[src/rtl/mod_exp_mont.sv]
// -----------------------------------------------------------------------------
// mod_exp_mont
//   Modular exponentiator R = M^E mod N. It uses a bit-serial Montgomery
//   multiplier with radix 2^K (K = WIDTH+3) and left-to-right square-and-multiply.
//   The host presents M, E, N and C = 2^(2K) mod N, raises start1, and then
//   reads R when done pulses.
//
//   Optional feature macro: MME_LZ_SKIP_EN
//     When it is defined, the exponent loop starts at the MSB of E instead of
//     at bit WIDTH-1. When E = 0, the loop is skipped entirely.
//
// Ports
//   clk     in   1      rising-edge clock
//   rst_n   in   1      synchronous active-low reset
//   start1  in   1      start request; a rising edge while idle launches a run
//   M       in   WIDTH  base (any value; reduced implicitly)
//   E       in   WIDTH  exponent
//   N       in   WIDTH  modulus (must be odd; even N gives R = 0)
//   C       in   WIDTH  Montgomery constant 2^(2K) mod N
//   R       out  WIDTH  last completed result
//   done    out  1      one-cycle pulse when R is updated
// -----------------------------------------------------------------------------
module mod_exp_mont #(
    parameter int WIDTH = 32
) (
    input  logic             clk,
    input  logic             rst_n,
    input  logic             start1,
    input  logic [WIDTH-1:0] M,
    input  logic [WIDTH-1:0] E,
    input  logic [WIDTH-1:0] N,
    input  logic [WIDTH-1:0] C,
    output logic [WIDTH-1:0] R,
    output logic             done
);

    localparam int K  = WIDTH + 3;          // Montgomery radix exponent
    localparam int SW = WIDTH + 2;          // accumulator width; S < 2N always
    localparam int CW = $clog2(K + 1);      // iteration counter width
    localparam int BW = $clog2(WIDTH);      // exponent bit index width

    typedef enum logic [2:0] {
        S_IDLE,
        S_PRE1,     // Mb = MonMul(M, C)
        S_PRE2,     // Xb = MonMul(1, C)
        S_SQR,      // Xb = MonMul(Xb, Xb)
        S_MUL,      // Pm = MonMul(Xb, Mb), committed only when E[bit] = 1
        S_POST,     // leave Montgomery domain: MonMul(Xb, 1)
        S_DONE
    } state_t;

    state_t             state_q;
    logic               start_prev_q;
    logic [WIDTH-1:0]   r_q;
    logic               done_q;

    // Captured operands and intermediate values.
    logic [WIDTH-1:0]   e_q, n_q, c_q;
    logic               bad_q;          // modulus was even at start
    logic [WIDTH-1:0]   mb_q, xb_q;
    logic [BW-1:0]      bit_q;

    // Montgomery multiplier state: a_q shifts right once per iteration.
    logic [WIDTH-1:0]   a_q, b_q;
    logic [SW-1:0]      s_q;
    logic [CW-1:0]      cnt_q;

    // Combinational multiplier step.
    logic [SW-1:0]      s_add, s_red, s_d;
    logic [WIDTH-1:0]   mm_res, xb_sel;
    logic               mm_last;

    always_comb begin
        s_add   = s_q + (a_q[0] ? {2'b00, b_q} : {SW{1'b0}});
        s_red   = s_add[0] ? s_add + {2'b00, n_q} : s_add;
        s_d     = s_red >> 1;
        // The final conditional subtract brings S from [0, 2N) into [0, N).
        mm_res  = (s_q >= {2'b00, n_q}) ? WIDTH'(s_q - {2'b00, n_q}) : s_q[WIDTH-1:0];
        mm_last = (cnt_q == CW'(K));
        // The multiply in S_MUL always runs, so the time is constant.
        // Only the commit depends on the exponent bit.
        xb_sel  = e_q[bit_q] ? mm_res : xb_q;
    end

`ifdef MME_LZ_SKIP_EN
    // Priority encoder: index of the highest set bit of the captured exponent.
    logic [BW-1:0] e_msb;
    always_comb begin
        e_msb = '0;
        for (int i = 0; i < WIDTH; i++) begin
            if (e_q[i]) e_msb = BW'(i);
        end
    end
`endif

    assign R    = r_q;
    assign done = done_q;

    always_ff @(posedge clk) begin
        if (!rst_n) begin
            // NOTE: only control state and outputs are reset. The datapath
            // registers are always loaded before they are read, so resetting
            // them would only add reset fan-out.
            state_q      <= S_IDLE;
            start_prev_q <= 1'b0;
            r_q          <= '0;
            done_q       <= 1'b0;
        end else begin
            start_prev_q <= start1;
            done_q       <= 1'b0;

            case (state_q)
                S_IDLE: begin
                    if (start1 && !start_prev_q) begin
                        e_q     <= E;
                        n_q     <= N;
                        c_q     <= C;
                        bad_q   <= ~N[0];
                        bit_q   <= BW'(WIDTH - 1);
                        a_q     <= M;
                        b_q     <= C;
                        s_q     <= '0;
                        cnt_q   <= '0;
                        state_q <= S_PRE1;
                    end
                end

                S_DONE: begin
                    r_q     <= bad_q ? '0 : xb_q;
                    done_q  <= 1'b1;
                    state_q <= S_IDLE;
                end

                default: begin
                    if (!mm_last) begin
                        // One Montgomery iteration per cycle.
                        s_q   <= s_d;
                        a_q   <= a_q >> 1;
                        cnt_q <= cnt_q + 1'b1;
                    end else begin
                        // This multiply finished. Store its result and load the next one.
                        s_q   <= '0;
                        cnt_q <= '0;
                        case (state_q)
                            S_PRE1: begin
                                mb_q    <= mm_res;
                                a_q     <= WIDTH'(1);
                                b_q     <= c_q;
                                state_q <= S_PRE2;
                            end
                            S_PRE2: begin
                                xb_q <= mm_res;
                                a_q  <= mm_res;
`ifdef MME_LZ_SKIP_EN
                                if (e_q == '0) begin
                                    b_q     <= WIDTH'(1);
                                    state_q <= S_POST;
                                end else begin
                                    bit_q   <= e_msb;
                                    b_q     <= mm_res;
                                    state_q <= S_SQR;
                                end
`else
                                b_q     <= mm_res;
                                state_q <= S_SQR;
`endif
                            end
                            S_SQR: begin
                                xb_q    <= mm_res;
                                a_q     <= mm_res;
                                b_q     <= mb_q;
                                state_q <= S_MUL;
                            end
                            S_MUL: begin
                                xb_q <= xb_sel;
                                a_q  <= xb_sel;
                                if (bit_q == '0) begin
                                    b_q     <= WIDTH'(1);
                                    state_q <= S_POST;
                                end else begin
                                    b_q     <= xb_sel;
                                    bit_q   <= bit_q - 1'b1;
                                    state_q <= S_SQR;
                                end
                            end
                            S_POST: begin
                                xb_q    <= mm_res;
                                state_q <= S_DONE;
                            end
                            default: state_q <= S_IDLE;
                        endcase
                    end
                end
            endcase
        end
    end

endmodule

[config.mk]
export PLATFORM = sky130hd
export DESIGN_NAME = mod_exp_mont
export DESIGN_NICKNAME = d
export VERILOG_FILES = /design/src/rtl/mod_exp_mont.sv
export SDC_FILE = /design/constraint.sdc
export NUM_CORES = 1
export LEC_CHECK = 0
export BUFFER_PORTS_ARGS = -buffer_cell sky130_fd_sc_hd__buf_4
export CAP_MARGIN = 20
export CORE_ASPECT_RATIO = 1.2
export CORE_MARGIN = 2
export CORE_UTILIZATION = 47
export CTS_CLUSTER_DIAMETER = 100
export DETAILED_ROUTE_END_ITERATION = 10
export PLACE_DENSITY = 0.63
export SYNTH_ARGS = -nofsm -noshare
export SYNTH_HDL_FRONTEND = slang
export SYNTH_SLANG_ARGS = --single-unit
[constraint.sdc]
create_clock -name clk -period 18.2 [get_ports clk]
set_input_delay 2.73 -clock clk [delete_from_list [all_inputs] [get_ports clk]]
set_output_delay 2.73 -clock clk [all_outputs]
set_load 0.005 [all_outputs]
# Yosys cells after proc, flatten, opt, wreduce, memory -nomap -nowiden

Cells that the tools add are included.

Register bits: 307
Latch bits: 0
Bits in writable memories: 0
Memory bits (read-only): 0
Input port bits: 131
Memories: 0

Add/sub/neg operators: 5
$mul: 0
Div/mod/pow operators: 0
Order comparisons: 2
Eq/ne operators: 10
Shift-type cells: 0
Multiplexer cells: 34
Bitwise logic cells: 3
Reduce and logical (&&, ||, !) cells: 20

Operators with widths:

| kind                  | number |
|---|---|
| $mux W32              | 9 |
| $pmux W32 S2          | 3 |
| $pmux W32 S4          | 1 |
| $pmux W32 S3          | 1 |
| $add A34 B32 Y34      | 2 |
| $mux W34              | 2 |
| $pmux W34 S2          | 1 |
| $ge A34 B32 Y1        | 1 |
| $mux W33              | 1 |
| $sub A32 B32 Y32      | 1 |
| $mux W5               | 4 |
| $pmux W3 S5           | 1 |
| $mux W6               | 2 |
| $pmux W6 S2           | 1 |
| $reduce_and A4 Y1     | 3 |
| $pmux W5 S2           | 1 |
| $eq A3 B3 Y1 const B  | 3 |
| $mux W3               | 3 |
| $add A6 B1 Y6 const B | 1 |
| $eq A3 B2 Y1 const B  | 2 |
| $eq A6 B6 Y1 const B  | 1 |
| $lt A5 B6 Y1 const B  | 1 |
| $pmux W3 S2           | 1 |
| $reduce_and A3 Y1     | 2 |
| 20 further kinds      | 26 |

# Longest topological paths before layout

Gate-level depths: netlist of the first run.

Depth in word-level cells: 7
Depth in mapped cells: 22

# Least setup slack after synthesis of the first run

Ideal clock, no wire load.

Kind: input -> register
From: in rst_n
To: reg a_q[0], enable pin
Setup time: 0.394 ns
Arrival: 7.281 ns
Data required time: 17.806 ns
Setup slack: 10.525 ns
Stages: 4
Buffers on the path: 1
Path through: and2_1 -> clkbuf_1 -> a21boi_0 -> o31a_1

Longest elaborated chain between the ends: 1

RTL lines:

| item                        | line | text |
|---|---|---|
| start, declared             | 27   | `input logic rst_n,` |
| $reduce_and A4 Y1 (no line) | n/a  |  |
| end signal, assigned        | 138  | `a_q <= a_q >> 1;` |
| end signal, assigned        | 153  | `a_q <= mm_res;` |
| end signal, assigned        | 170  | `a_q <= mm_res;` |
| end, declared               | 64   | `logic [WIDTH-1:0] a_q, b_q;` |

No other way between the ends.
A chain may end at the register's enable or synchronous reset.

# Worst setup path in the final report of the first run

From: reg a_q[0]
To: reg s_q[32], data pin

Longest elaborated chain between the ends: 6

RTL lines:

| item                 | line | text |
|---|---|---|
| $mux W32 (*)         | 74   | `s_add = s_q + (a_q[0] ? {2'b00, b_q} : {SW{1'b0}});` |
| $add A34 B32 Y34 (*) | 74   |  |
| $add A34 B32 Y34     | 75   | `s_red = s_add[0] ? s_add + {2'b00, n_q} : s_add;` |
| $mux W34 (*)         | 75   |  |
| $mux W33 (*)         | 135  | `if (!mm_last) begin` |
| $pmux W34 S2 (*)     | 112  | `case (state_q)` |
| end signal, assigned | 122  | `s_q <= '0;` |
| end signal, assigned | 137  | `s_q <= s_d;` |
| end signal, assigned | 142  | `s_q <= '0;` |
| end, declared        | 65   | `logic [SW-1:0] s_q;` |

Mark *: on every way between the ends. The rest lies on a longest branch, timed or not.

==> results.cfg, run 1 <==
[outcome]
status = completed

[detailed_routing]
wire_per_inst_microns = 22.8
vias = 15900
dr.pass1.iters = 6
routed_wl_microns = 59100
vias_per_cell = 6.15
antenna_left = 0
drt_iter0_drc = 1257
route.detailed.drc = 0

[cells_and_area]
top_register = s_q
drive_gt1_share_pct = 15.2
syn2layout_area_growth_pct = 14.9
largest_reg_flops = 33
nets = 2255
fin_area_sq_um = 21900
instances_no_fill = 2585

[floorplanning]
rows = 80
die_area_sq_um = 42100
dieWidth_microns = 188
core_sq_um = 39800
initial_utilization_pct = 47.8
ios = 164
chipHeight_microns = 224

[logic_synthesis]
synthesis.instances = 1900
synth_top_family_by_area = compound AO/OA/AOI/OAI gates
syn_avg_cell_area_sq_um = 10.0
synth_area_sq_um = 19000
synth_compound_area_share_pct = 21.1
synthArstFlopShare_pct = 0
synth_xor_area_share_pct = 3.82
synth_fp_nets = 2131
synth_ff_type = edfxtp_1
synth-simple-area-share_pct = 14.1
synth_mux_area_share_pct = 4.25
synth-edff-count = 269
ys_types = 84
synthAdderAreaFrac_pct = 6.69
yosysWarnings = 0
seq_area_frac_synth_pct = 46.3
synth_seq_cells = 306

[setup_path]
crit_required_ns = 18.50
worst-setup-path-type = register to register
start_kind = register
reg2reg_slack_ns = 12.32
critPathCaptureType = register
cp_data_arrival_time_ns = 6.18
crit_fanout = 32

[global_routing]
antenna_found_initial = 0
grt_max_degree = 65
grt_use_total_pct = 27.7
grt_pass1_vias = 15332
grt_pass1_wl_microns = 90100
grt-ovfl-total = 0

[sta]
slew_viol_final = 0
clock.fmax_mhz = 170
relSlewSlack_pct = 25.3
fin_setup_tns_ns = 0
worst_pin_slew_ns = 1.12
fin_crit_sh_pct = 32.3
skew_ns = 0.0162
post-route-min-period_ns = 5.88
hold_violations = 0
rsz0062_at_grt = no
final-setup-viol-count = 0
setup_ws_ns = 12.32

[power_and_ir_drop]
switching_power_uw = 658
powerDensity_nw_per_um2 = 96.1
p_int_uw = 1440
leakagePower_uw = 0.00858
p_sw_share_pct = 31.3
pwr-share-seq_pct = 39.4
ir_drop_v = 0.0000895
pwr-share-clk_pct = 33.8
combPwrFrac_pct = 26.8

[cts]
htreeDepth = 2
numClockSinks = 306
numCtsBuffers = 35
clk_pin_slew_ns = 0.06
cts_tree = done
cts_root_buffer = clkbuf_16
ctsHoldBuffers = 0
clock_latency_ns = 0.55
cts_buffer_depth = 3
postCtsResizedCells = 0
cts_setup_buffers = 0

[place]
post_dp_cell_area_sq_um = 20700
gp_congestion = 0.942
dp_hpwl_microns = 43100
io_buffers = 163
dp.cells = 2520
dp_slack_ns = 12.35

[worst_hold_path]
hold_class = register to register

[run]
max_cap_violations = 0
cell type report:
cell class / count / area (sq um)
clock inverter: 16 / 143
fill: 3649 / 18000
timing repair buffer: 192 / 1440
multi-input combinational: 1424 / 9570
inverter: 65 / 244
sequential: 306 / 8820
tap: 533 / 667
antenna: 1 / 2.50
clock buffer: 48 / 986
power by group through the flow:
stage / Sequential [uW] / Combinational (uW) / Clock [uW]
2_1_floorplan: 835 / 401 / 0
3_3_place_gp: 843 / 543 / 0
3_5_place_dp: 842 / 551 / 0
4_1_cts: 828 / 555 / 721
5_1_grt: 831 / 617 / 745
6_report: 829 / 564 / 710
worst max-delay path, stage by stage (launching register included):
cell and delay (ns):
edfxtp_1 0.37, buf_4 0.24, and2_1 0.18, ha_1 0.20, fa_1 0.44, a211oi_1 0.31
o21a_1 0.21, o31ai_1 0.20, a21o_1 0.22, a21o_1 0.19, a21o_1 0.18, a21o_1 0.20
xor2_1 0.15, ha_1 0.39, and4_1 0.24, o211ai_1 0.09, o21bai_1 0.20, a211oi_1 0.66
o211a_1 0.33, o41ai_1 0.09, nand3b_1 0.18, xor2_1 0.17, and2_1 0.16
path summary, 6_finish.rpt:
path	end	cells past startpoint	start
setup reg to reg	s_q[32]	22	a_q[0]
hold / removal	R[5]	1	R[5]
setup / recovery	s_q[32]	22	a_q[0]
hold reg to reg	R[5]	1	R[5]
routing by layer:
layer  vias to the layer above  track usage (%)  part of all wire, %
met5                         -                0                    0
met4                         0             9.14                  3.1
met3                       108             3.93                  7.3
met2                       704             45.3                   46
met1                      7690             38.1                   43
li1                       7398                -                    -
cells in the mapped netlist, types with 10 or more instances:
master | count | area (sq um)
a211oi_1 | 23 | 173
nand4_1 | 14 | 87.6
buf_2 | 13 | 65.1
xor2_1 | 30 | 263
o21ai_0 | 115 | 576
and3_1 | 25 | 156
ha_1 | 97 | 1210
mux2_4 | 13 | 195
dfxtp_1 | 37 | 741
nor2b_1 | 13 | 81.3
nor3_1 | 26 | 130
nand2_1 | 156 | 586
o211ai_1 | 10 | 75.1
a22o_1 | 32 | 280
a31oi_1 | 19 | 119
mux2_2 | 13 | 146
a21o_1 | 40 | 300
clkbuf_1 | 76 | 285
edfxtp_1 | 269 | 8080
o21ai_1 | 16 | 80.1
a22oi_1 | 26 | 195
nor2_1 | 178 | 668
mux4_2 | 10 | 225
nand3_1 | 41 | 205
a221oi_1 | 15 | 131
o21a_1 | 20 | 150
a21oi_1 | 173 | 866
xnor2_1 | 53 | 464
nand2b_1 | 12 | 75.1
inv_1 | 64 | 240
o22ai_1 | 28 | 175
and2_1 | 51 | 319
o21bai_1 | 16 | 120
mux2i_1 | 15 | 150
cell usage in the layout (no fill, tap or decap), types with 10 or more instances in the layout:
master / netlist / layout
edfxtp_1: 269 / 269
buf_4: 2 / 192
nor2_1: 178 / 178
a21oi_1: 173 / 172
nand2_1: 156 / 154
o21ai_0: 115 / 114
ha_1: 97 / 97
inv_1: 64 / 64
xnor2_1: 53 / 53
and2_1: 51 / 51
nand3_1: 41 / 41
a21o_1: 40 / 40
dfxtp_1: 37 / 37
clkbuf_16: 0 / 36
a22o_1: 32 / 32
xor2_1: 30 / 30
o22ai_1: 28 / 28
a22oi_1: 26 / 26
and3_1: 25 / 24
a211oi_1: 23 / 23
nor3_1: 26 / 23
o21a_1: 20 / 20
a31oi_1: 19 / 19
o21ai_1: 16 / 17
o21bai_1: 16 / 16
mux2i_1: 15 / 15
a221oi_1: 15 / 15
nand4_1: 14 / 14
mux2_2: 13 / 13
mux2_4: 13 / 13
nor2b_1: 13 / 12
nand2b_1: 12 / 12
o211ai_1: 10 / 10
mux4_2: 10 / 10
kinds of logic after synthesis:
| group | Yosys count |
|---|---|
| simple gates | 569 |
| mux | 58 |
| flops | 306 |
| buf+inv | 170 |
| compound gates | 614 |
| xor+xnor | 83 |
| fa+ha+maj | 100 |
metrics by stage:
stage	hold WS [ns]	total power [uW]	util, %
floorplan	0.457	1240	-
global placement	0.458	1390	52.1
detailed placement	0.466	1390	52.1
CTS	0.483	2100	54.9
global route	0.506	2190	54.9
finish	0.481	2100	54.9
(Power assumes the default switching activity.)
==> run 2: changes to the inputs <==
--- a/config.mk
+++ b/config.mk
@@ -5,6 +5,7 @@
 export SDC_FILE = /design/constraint.sdc
 export NUM_CORES = 1
 export LEC_CHECK = 0
+export ABC_AREA = 1
 export BUFFER_PORTS_ARGS = -buffer_cell sky130_fd_sc_hd__buf_4
 export CAP_MARGIN = 20
 export CORE_ASPECT_RATIO = 1.2
==> constraint.sdc (replaced) <==
create_clock -name clk -period 5.8 [get_ports clk]
set_input_delay 0.87 -clock clk [delete_from_list [all_inputs] [get_ports clk]]
set_output_delay 0.87 -clock clk [all_outputs]
set_load 0.005 [all_outputs]
==> run 2 against run 1 <==
Net effect:
- sequential share of layout area is 4.9 points lower
- clock power grew to 3.1 times the previous value
- register-to-register slack lost 12 ns
- setup slack lost 12 ns
- utilization is 0.85 points lower
- critical path type unchanged
- critical endpoint is now s_q[20]
- highest routed layer is now met5
==> results.cfg, run 2 <==
[outcome]
status = completed

[setup_path]
crit_required_ns = 6.22
critPathMaxStageDelay_ns = 0.77
cp_common_cell = nand2_1
crit_start = a_q[0]
crit_end = s_q[20]
crit_fanout = 26
worst-setup-path-type = register to register
cp_slowest_cell = edfxtp_1
worst_r2r_endpoint = s_q[20]
cp_cell_sequence = nand2_1 > inv_1 > ha_1 > fa_1 > nand3_1 > nand2_1 > a21oi_1 > inv_1 > a21oi_1 > o21ai_0 > xor2_1 > ha_1 > nand2_1 > nor2_1 > inv_1 > nor2_1 > nand2_1 > a31o_2 > nand3_1 > nand2_1 > nor2_1
cp_data_arrival_time_ns = 5.58
r2r-start = a_q[0]
critPathCaptureType = register
start_kind = register
reg2reg_slack_ns = 0.64
r2r_cells = 21

[detailed_routing]
routed_wl_microns = 72900
vias = 20071
antenna_left = 0
wire_per_inst_microns = 19.2
vias_per_cell = 5.28
drt_iter0_drc = 1594
route.detailed.drc = 0
dr.pass1.iters = 7

[floorplanning]
rows = 86
chipHeight_microns = 241
dieWidth_microns = 201
initial_utilization_pct = 47.7
ios = 164
die_area_sq_um = 48500
core_sq_um = 46100

[worst_hold_path]
hold_class = register to register

[sta]
holdWs_ns = 0.470
worst_pin_slew_ns = 1.02
slew_viol_final = 0
rsz0062_at_grt = no
post-route-min-period_ns = 5.16
fin_crit_sh_pct = 89.0
relSlewSlack_pct = 31.8
final-setup-viol-count = 0
clock.fmax_mhz = 194
skew_ns = 0.0232
fin_setup_tns_ns = 0
hold_violations = 0

[logic_synthesis]
synth_mux_area_share_pct = 0
synth_area_sq_um = 22000
synth-simple-area-share_pct = 32.7
ys_types = 53
syn_avg_cell_area_sq_um = 7.26
synthTopCellsByArea = edfxtp_1 37%, nand2_1 18%, inv_1 7.2%, ha_1 5.5%, nand3_1 5.2%
synth_fp_nets = 3257
synth_seq_cells = 306
synth_top_area_share_pct = 36.8
synthesis.instances = 3026
synthTopCellsByCount = 1048 x nand2_1, 424 x inv_1, 269 x edfxtp_1, 234 x nor2_1, 230 x nand3_1
synth_most_common_cell = nand2_1
synthAdderAreaFrac_pct = 5.80
synth-edff-count = 269
synth_ff_type = edfxtp_1
synth_xor_area_share_pct = 2.31
synthArstFlopShare_pct = 0
seq_area_frac_synth_pct = 40.1
yosysTopAreaCell = edfxtp_1
synth_top_family_by_area = simple AND/OR/NAND/NOR gates
yosysWarnings = 0
synth_compound_area_share_pct = 9.04

[power_and_ir_drop]
ir_drop_v = 0.000449
leakagePower_uw = 0.0119
pwr-share-clk_pct = 13.8
combPwrFrac_pct = 64.1
p_int_uw = 7650
pwr-share-seq_pct = 22.1
p_sw_share_pct = 51.7
powerDensity_nw_per_um2 = 637
switching_power_uw = 8200

[place]
dp_hpwl_microns = 57600
io_buffers = 163
gp_congestion = 1.03

[global_routing]
grt_pass1_wl_microns = 112000
grt_pass1_vias = 19432
antenna_found_initial = 1
use_met2_pct = 53.7
grt_use_total_pct = 30.0
grt_busiest_layer = met2
grt_max_degree = 70
use_met3_pct = 3.16
grt-ovfl-total = 0
met1_usage_pct = 38.1

[cells_and_area]
largest_reg_flops = 33
nets = 3392
syn2layout_area_growth_pct = 13.3
drive_gt1_share_pct = 10.7
layout_commonest_cell = nand2_1
diodes = 0
top_register = s_q
final_cell_mix = 1048 x nand2_1, 424 x inv_1, 269 x edfxtp_1

[cts]
clk_pin_slew_ns = 0.07
ctsHoldBuffers = 0
cts_root_buffer = clkbuf_16
cts_setup_buffers = 0
cts_tree = done
postCtsResizedCells = 0
cts_buffer_depth = 3
numClockSinks = 306
clock_latency_ns = 0.56
htreeDepth = 2
numCtsBuffers = 35

[run]
max_cap_violations = 0
[run 2: how the worst min path moves through the flow]
| stage | from | depth (start not counted) | slack, ns | end |
|---|---|---|---|---|
| 2_1_floorplan | R[0] | 2 | 0.46 | R[0] |
| 3_3_place_gp | R[16] | 2 | 0.46 | R[16] |
| 3_5_place_dp | R[16] | 2 | 0.46 | R[16] |
| 4_1_cts | E[30] | 1 | 0.46 | e_q[30] |
| 5_1_grt | E[30] | 1 | 0.46 | e_q[30] |
| 6_report | R[28] | 2 | 0.47 | R[28] |
[run 2: cell families after synthesis]
kind of cell | after synthesis
adders and majority gates | 100
buffers and inverters | 553
and+or+nand+nor | 1672
DFF | 306
AOI/OAI and AO/OA | 337
xor gates and xnor gates | 58
[run 2: metal layers]
metal | vias up | share of wire (%)
met2 | 682 | 49
met1 | 9268 | 42
li1 | 10007 | -
met4 | 2 | 3.2
met3 | 112 | 5.4
met5 | - | 0.014
[run 2: final cells by class]
class,instances,area (sq um)
Clock buffer,48,977
Clock inverter,15,125
Tap cell,616,771
Multi-Input combinational cell,2167,11000
Fill cell,4516,21200
Timing Repair Buffer,190,1440
Inverter,461,1730
Sequential cell,306,8820
[run 2: critical path: cells and delay by family (launching register included)]
kind                     cells  cell delay (ns)
AO/OA/AOI/OAI                4             1.11
AND/OR/NAND/NOR             10             1.63
adder cells (fa/ha/maj)      3             1.03
buffers and inverters        3             0.25
XOR/XNOR                     1             0.20
flip-flops                   1             0.77
[run 2: metrics by stage]
step | setup slack (ns) | utilization, % | cell area (sq um) | std cells | total power (uW)
floorplan | 0.572 | - | 22000 | 3026 | 10700
global placement | 0.597 | 51.6 | 23800 | 3738 | 13500
detailed placement | 0.590 | 51.7 | 23800 | 3739 | 13600
CTS | 0.531 | 54.0 | 24900 | 3802 | 15800
global route | 0.187 | 54.1 | 24900 | 3803 | 17200
finish | 0.639 | 54.1 | 24900 | 3803 | 15800
[run 2: power by group through the flow]
| stage | Combinational, uW | Clock, uW | Sequential [uW] |
|---|---|---|---|
| after floorplan | 7380 | 0 | 3340 |
| after global placement | 9990 | 0 | 3540 |
| after detailed placement | 10000 | 0 | 3540 |
| after CTS | 10100 | 2220 | 3490 |
| after global routing | 11400 | 2290 | 3530 |
| final | 10200 | 2180 | 3500 |
